`src/rtl/sci_tx_frame_sched_if.sv`:
```
// Signal bundle between the SCI frame scheduler (master) and its requesters plus the
// byte-level SCI transmitter (slave).
interface sci_tx_frame_sched_if #(
  parameter int N_REQ = 4
);
  logic [N_REQ-1:0]    req;
  logic [16*N_REQ-1:0] req_data;
  logic [N_REQ-1:0]    ack;
  logic                tx_ready;
  logic                tx_start;
  logic [7:0]          tx_data;
  logic                busy;
  logic                frame_done;

  modport master (
    input  req, req_data, tx_ready,
    output ack, tx_start, tx_data, busy, frame_done
  );

  modport slave (
    output req, req_data, tx_ready,
    input  ack, tx_start, tx_data, busy, frame_done
  );
endinterface

```
`src/rtl/sci_tx_frame_sched.sv`:
```
// Round-robin scheduler framing 16-bit words as HEADER, ID, DATA_HI, DATA_LO for the SCI transmitter.
// Define SCI_TX_CHECKSUM_EN to append a fifth XOR checksum byte to every frame.
module sci_tx_frame_sched #(
  parameter int         N_REQ   = 4,
  parameter logic [7:0] HEADER  = 8'hA5,
  parameter int         BUSY_TO = 3
) (
  input  logic                 baud_clk,
  input  logic                 rst_n,
  sci_tx_frame_sched_if.master bus
);

  localparam int IDX_W = $clog2(N_REQ);
  localparam int CNT_W = (BUSY_TO < 1) ? 1 : $clog2(BUSY_TO + 1);

`ifdef SCI_TX_CHECKSUM_EN
  localparam logic [2:0] LAST_IDX = 3'd4;
`else
  localparam logic [2:0] LAST_IDX = 3'd3;
`endif

  typedef enum logic [1:0] {
    IDLE,
    LOAD,
    WAIT_BUSY,
    WAIT_DONE
  } state_t;

  state_t           state_q, state_d;
  logic [IDX_W-1:0] last_grant_q, last_grant_d;
  logic [IDX_W-1:0] grant_idx_q, grant_idx_d;
  logic [15:0]      word_q, word_d;
  logic [2:0]       byte_idx_q, byte_idx_d;
  logic [CNT_W-1:0] to_cnt_q, to_cnt_d;
  logic [N_REQ-1:0] ack_q, ack_d;
  logic             tx_start_q, tx_start_d;
  logic [7:0]       tx_data_q, tx_data_d;
  logic             busy_q, busy_d;
  logic             frame_done_q, frame_done_d;

  logic             pick_valid;
  logic [IDX_W-1:0] pick_idx;
  logic [IDX_W-1:0] cand_idx;
  int               cand;
  logic [7:0]       id_byte;
  logic [7:0]       cur_byte;

  // Walk downward so the requester closest after last_grant is the one left selected.
  always_comb begin
    pick_valid = 1'b0;
    pick_idx   = last_grant_q;
    cand       = 0;
    cand_idx   = '0;
    for (int k = N_REQ; k >= 1; k--) begin
      cand = int'(last_grant_q) + k;
      if (cand >= N_REQ) cand = cand - N_REQ;
      cand_idx = IDX_W'(cand);
      if (bus.req[cand_idx]) begin
        pick_valid = 1'b1;
        pick_idx   = cand_idx;
      end
    end
  end

  assign id_byte = 8'(grant_idx_q);

`ifdef SCI_TX_CHECKSUM_EN
  logic [7:0] chk_byte;
  assign chk_byte = HEADER ^ id_byte ^ word_q[15:8] ^ word_q[7:0];
`endif

  always_comb begin
    cur_byte = HEADER;
    case (byte_idx_q)
      3'd0:    cur_byte = HEADER;
      3'd1:    cur_byte = id_byte;
      3'd2:    cur_byte = word_q[15:8];
      3'd3:    cur_byte = word_q[7:0];
`ifdef SCI_TX_CHECKSUM_EN
      3'd4:    cur_byte = chk_byte;
`endif
      default: cur_byte = HEADER;
    endcase
  end

  always_comb begin
    state_d      = state_q;
    last_grant_d = last_grant_q;
    grant_idx_d  = grant_idx_q;
    word_d       = word_q;
    byte_idx_d   = byte_idx_q;
    to_cnt_d     = to_cnt_q;
    ack_d        = '0;
    tx_start_d   = 1'b0;
    tx_data_d    = tx_data_q;
    busy_d       = busy_q;
    frame_done_d = 1'b0;

    unique case (state_q)
      IDLE: begin
        if (pick_valid) begin
          last_grant_d    = pick_idx;
          grant_idx_d     = pick_idx;
          word_d          = bus.req_data[int'(pick_idx)*16 +: 16];
          ack_d[pick_idx] = 1'b1;
          busy_d          = 1'b1;
          byte_idx_d      = 3'd0;
          state_d         = LOAD;
        end
      end
      LOAD: begin
        tx_data_d = cur_byte;
        if (bus.tx_ready) begin
          tx_start_d = 1'b1;
          to_cnt_d   = '0;
          state_d    = WAIT_BUSY;
        end
      end
      // A transmitter that never goes busy missed the edge; LOAD re-pulses the same byte.
      WAIT_BUSY: begin
        if (!bus.tx_ready) begin
          state_d = WAIT_DONE;
        end else if (to_cnt_q == CNT_W'(BUSY_TO)) begin
          state_d = LOAD;
        end else begin
          to_cnt_d = to_cnt_q + 1'b1;
        end
      end
      WAIT_DONE: begin
        if (bus.tx_ready) begin
          if (byte_idx_q == LAST_IDX) begin
            frame_done_d = 1'b1;
            busy_d       = 1'b0;
            state_d      = IDLE;
          end else begin
            byte_idx_d = byte_idx_q + 3'd1;
            state_d    = LOAD;
          end
        end
      end
      default: state_d = IDLE;
    endcase
  end

  always_ff @(posedge baud_clk or negedge rst_n) begin
    if (!rst_n) begin
      state_q      <= IDLE;
      last_grant_q <= IDX_W'(N_REQ - 1);
      grant_idx_q  <= '0;
      word_q       <= '0;
      byte_idx_q   <= '0;
      to_cnt_q     <= '0;
      ack_q        <= '0;
      tx_start_q   <= 1'b0;
      tx_data_q    <= '0;
      busy_q       <= 1'b0;
      frame_done_q <= 1'b0;
    end else begin
      state_q      <= state_d;
      last_grant_q <= last_grant_d;
      grant_idx_q  <= grant_idx_d;
      word_q       <= word_d;
      byte_idx_q   <= byte_idx_d;
      to_cnt_q     <= to_cnt_d;
      ack_q        <= ack_d;
      tx_start_q   <= tx_start_d;
      tx_data_q    <= tx_data_d;
      busy_q       <= busy_d;
      frame_done_q <= frame_done_d;
    end
  end

  assign bus.ack        = ack_q;
  assign bus.tx_start   = tx_start_q;
  assign bus.tx_data    = tx_data_q;
  assign bus.busy       = busy_q;
  assign bus.frame_done = frame_done_q;

endmodule

```
`src/flat_wrapper.sv`:
```
// flat-port wrapper written by rule: the top's interface ports become plain ports
module sci_tx_frame_sched_flat 
#(
  parameter int         N_REQ   = 4,
  parameter logic [7:0] HEADER  = 8'hA5,
  parameter int         BUSY_TO = 3
)
  (baud_clk, rst_n, bus_req, bus_req_data, bus_tx_ready, bus_ack, bus_tx_start, bus_tx_data, bus_busy, bus_frame_done);
  sci_tx_frame_sched_if #(.N_REQ(N_REQ)) bus_i ();
  input  logic baud_clk;
  input  logic rst_n;
  input wire logic [$bits(bus_i.req)-1:0] bus_req;
  input wire logic [$bits(bus_i.req_data)-1:0] bus_req_data;
  input wire logic [$bits(bus_i.tx_ready)-1:0] bus_tx_ready;
  output wire logic [$bits(bus_i.ack)-1:0] bus_ack;
  output wire logic [$bits(bus_i.tx_start)-1:0] bus_tx_start;
  output wire logic [$bits(bus_i.tx_data)-1:0] bus_tx_data;
  output wire logic [$bits(bus_i.busy)-1:0] bus_busy;
  output wire logic [$bits(bus_i.frame_done)-1:0] bus_frame_done;
  assign bus_i.req = bus_req;
  assign bus_i.req_data = bus_req_data;
  assign bus_i.tx_ready = bus_tx_ready;
  assign bus_ack = bus_i.ack;
  assign bus_tx_start = bus_i.tx_start;
  assign bus_tx_data = bus_i.tx_data;
  assign bus_busy = bus_i.busy;
  assign bus_frame_done = bus_i.frame_done;
  sci_tx_frame_sched #(.N_REQ(N_REQ), .HEADER(HEADER), .BUSY_TO(BUSY_TO)) u_core (.baud_clk(baud_clk), .rst_n(rst_n), .bus(bus_i));
endmodule
```
`config.mk`:
```
export PLATFORM = sky130hd
export DESIGN_NAME = sci_tx_frame_sched_flat
export DESIGN_NICKNAME = d
export VERILOG_FILES = /design/src/rtl/sci_tx_frame_sched_if.sv /design/src/rtl/sci_tx_frame_sched.sv /design/src/flat_wrapper.sv
export SDC_FILE = /design/constraint.sdc
export NUM_CORES = 1
export LEC_CHECK = 0
export CAP_MARGIN = 30
export CORE_ASPECT_RATIO = 0.75
export CORE_MARGIN = 4
export CORE_UTILIZATION = 60
export DETAILED_ROUTE_END_ITERATION = 10
export DONT_BUFFER_PORTS = 1
export PLACE_DENSITY = 0.75
export SYNTH_ARGS = -nofsm -noshare
export SYNTH_HDL_FRONTEND = slang
export SYNTH_SLANG_ARGS = --single-unit
export TNS_END_PERCENT = 1
```
`constraint.sdc`:
```
create_clock -name baud_clk -period 4.1 [get_ports baud_clk]
set_input_delay 0.82 -clock baud_clk [delete_from_list [all_inputs] [get_ports baud_clk]]
set_output_delay 0.82 -clock baud_clk [all_outputs]
set_load 0.01 [all_outputs]
```
==> impl_metrics.yaml <==
power:
  leakagePower_uw: 0.00113
  p_per_area_nw_per_um2: 796
  switchingPower_uw: 763
  ir_drop_mv: 0.557
  switching_share_pct: 38.0
  p_int_uw: 1240
  pwr-share-clk_pct: 19.8
  power_frac_comb_pct: 40.8
  power_frac_seq_pct: 39.4
  fin_total_pwr_uw: 2010
placed_design:
  place.gp.congestion: 0.804
  dp_slack_ps: 1740
  dp_hpwl_microns: 4020
  numPortBuffers: 0
clock_network:
  cts_hold_buffers: 0
  clkSinkCount: 42
  cts_buffer_depth: 2
  htreeDepth: 2
  cts-resized-gates: 0
  clkTransAtPathRegs_ps: 80
  cts-buffers-inserted: 5
  post_cts_buffers: 0
  root_buffer: "clkbuf_8"
  clk_latency_ps: 300
  cts_tree: "yes"
worst_setup_path:
  worst-path-stages: 5
  reg2reg_depth: 5
  cp_data_required_time_ps: 4330
  cp-start-kind: "input pin"
  cp-endpoint: "u_core.word_q[8]"
  crit_start: "bus_req[1]"
  path_class: "in2reg"
  cp-end-kind: "flop"
  cp_top_family: "simple AND/OR/NAND/NOR gates"
  cp_slowest_cell: "nand2b_1"
  regToRegEndpoint: "u_core.word_q[8]"
  rrSetupSlack_ps: 2050
  path_max_fanout: 19
  r2r-start: "u_core.last_grant_q[1]"
  critPathMaxStageDelay_ps: 470
  cp_num_buf_inv: 1
  critPathArrivalTime_ps: 2290
  cp_cell_sequence: "nor4_2 -> nor3_2 -> buf_4 -> nand2b_1 -> o221a_1"
timing:
  max_freq_mhz: 485
  worst_slew_pin_slew_ps: 660
  max_slew_margin_pct: 55.9
  slew_viol_final: 0
  fin_crit_ps: 2060
  clock-skew-final_ps: 5.92
  period_share_pct: 50.3
  final_hold_viol_count: 0
  setup_slack_ps: 2040
  setup_viol: 0
  tns_ps: 0
  rsz0062_at_grt: "no"
  whs_ps: 210
grt:
  grt_overflow: 0
  gr-usage-all-layers_pct: 22.4
  first_global_vias: 1841
  grt_max_degree: 43
  antenna_found_initial: 0
  grt_first_pass_wirelength_microns: 8780
yosys:
  synth_edf_count: 0
  synthArstFlopShare_pct: 100
  synth_top_area_share_pct: 42.3
  synth_area_per_cell_sq_um: 8.67
  ys_seq_elements: 42
  ys_types: 38
  synth_area_sq_um: 2370
  seq_area_frac_synth_pct: 44.5
  netlist_top_cells_area: "dfrtp_1, nand2_1, o221a_1"
  synth_fp_nets: 349
  ys_warn_count: 0
  ys.flop_type: "dfrtp_1"
  netlist_instances: 273
  post-synth-top-area-cell: "dfrtp_1"
flow_run:
  cap_violations: 0
route:
  drt_first_pass_iters: 4
  drc: 0
  drt_first_iter_violations: 158
  vias: 1940
  post_drt_wl_per_cell_microns: 16.9
  wirelength_microns: 5410
  antenna_left: 0
  drt-vias-per-instance: 6.08
layout:
  layout-drive-gt1-share_pct: 10.1
  fin_util_pct: 67.5
  syn2layout_area_growth_pct: 6.45
  seqCellArea_sq_um: 1050
  fillers: 297
  antenna_cells: 0
  multiInputGateArea_sq_um: 1180
  nets: 342
hold_path:
  hp-class: "in2async"
floorplanning:
  fp.dieArea_sq_um: 5020
  io_pins: 86
  fp.dieH_microns: 62.4
  core_sq_um: 3730
  fp.dieW_microns: 80.5
  rows: 19
  floorplan.initialDensity_pct: 63.4
run_status:
  outcome: "finished, final reports clean"
==> routing by layer <==
metal	routed length [microns]	track usage, %
met1	2500	34.3
met2	2360	31.2
met3	453	4.90
met4	89	7.17
met5	0	0
==> registers in the layout, indices dropped and copies added (netlist names) <==
register	cells
u_core.bus.ack	4
u_core.grant_idx_q	2
u_core.bus.tx_start	1
u_core.bus.busy	1
u_core.bus.tx_data	8
u_core.bus.frame_done	1
u_core.byte_idx_q	3
u_core.state_q	2
u_core.word_q	16
u_core.to_cnt_q	2
u_core.last_grant_q	2
==> cells by family (layout without fill, tap and decap cells) <==
family                     count (synthesis)  count (layout)  share of synthesized area [%]
muxes                                      3               3                           1.69
AOI/OAI and AO/OA                         59              59                           20.2
adders and majority gates                  5               5                           2.64
buffers and inverters                     26              20                           5.92
and+or+nand+nor                          138             138                           25.0
DFF                                       42              42                           44.5
==> power groups by stage <==
stage               Sequential (uW)  Clock (uW)  Combinational, uW
floorplan                       717           0                730
global placement                791           0                757
detailed placement              794           0                818
CTS                             787         403                819
global route                    816         424                925
finish                          790         397                818
==> final cells by class <==
class | count | share of cell area, %
clock buffers | 6 | 3.28
well taps | 52 | 2.58
repair buffers | 4 | 1.99
clock inverters | 2 | 2.38
multi-input cells | 205 | 46.7
inverters | 8 | 1.19
flip-flops and latches | 42 | 41.8
==> worst min path at each step <==
stage | startpoint | to | slack (ps) | cells after the start
4_1_cts | rst_n | u_core.bus.tx_data[2] | 210 | 0
2_1_floorplan | u_core.grant_idx_q[1] | u_core.grant_idx_q[1] | 450 | 1
6_report | rst_n | u_core.bus.tx_start | 210 | 0
3_5_place_dp | u_core.grant_idx_q[1] | u_core.grant_idx_q[1] | 470 | 1
5_1_grt | rst_n | u_core.word_q[10] | 190 | 0
3_3_place_gp | u_core.grant_idx_q[1] | u_core.grant_idx_q[1] | 470 | 1
==> worst register-to-register path, stage by stage (launching register included) <==
cell	delay, ps
dfstp_2	620
nand2_1	70
a31o_2	260
a21oi_1	180
nand2b_1	540
o221a_1	310
==> Yosys cell counts (all sizes together) (3+ instances only) <==
library cell / count
inv: 8
nand2b: 4
clkbuf: 6
o221a: 17
nand3: 16
nand2: 91
a21oi: 12
dfrtp: 40
a22oi: 7
o21ai: 7
nor3: 4
nor2b: 3
a22o: 4
ha: 5
nor2: 15
buf: 12
==> through the flow <==
stage | instance area [sq um] | std cells
6_report | 2520 | 319
5_1_grt | 2520 | 319
4_1_cts | 2520 | 319
3_5_place_dp | 2380 | 311
3_3_place_gp | 2350 | 310
2_1_floorplan | 2370 | 273
==> layout by cell type (no fill, tap or decap), drive strengths merged, types with 5 or more instances in the layout <==
cell type  count
nand2         91
dfrtp         40
o221a         17
nand3         16
nor2          15
a21oi         12
inv            8
a22oi          7
o21ai          7
clkbuf         6
ha             5
Power figures use the tool's default switching activity.
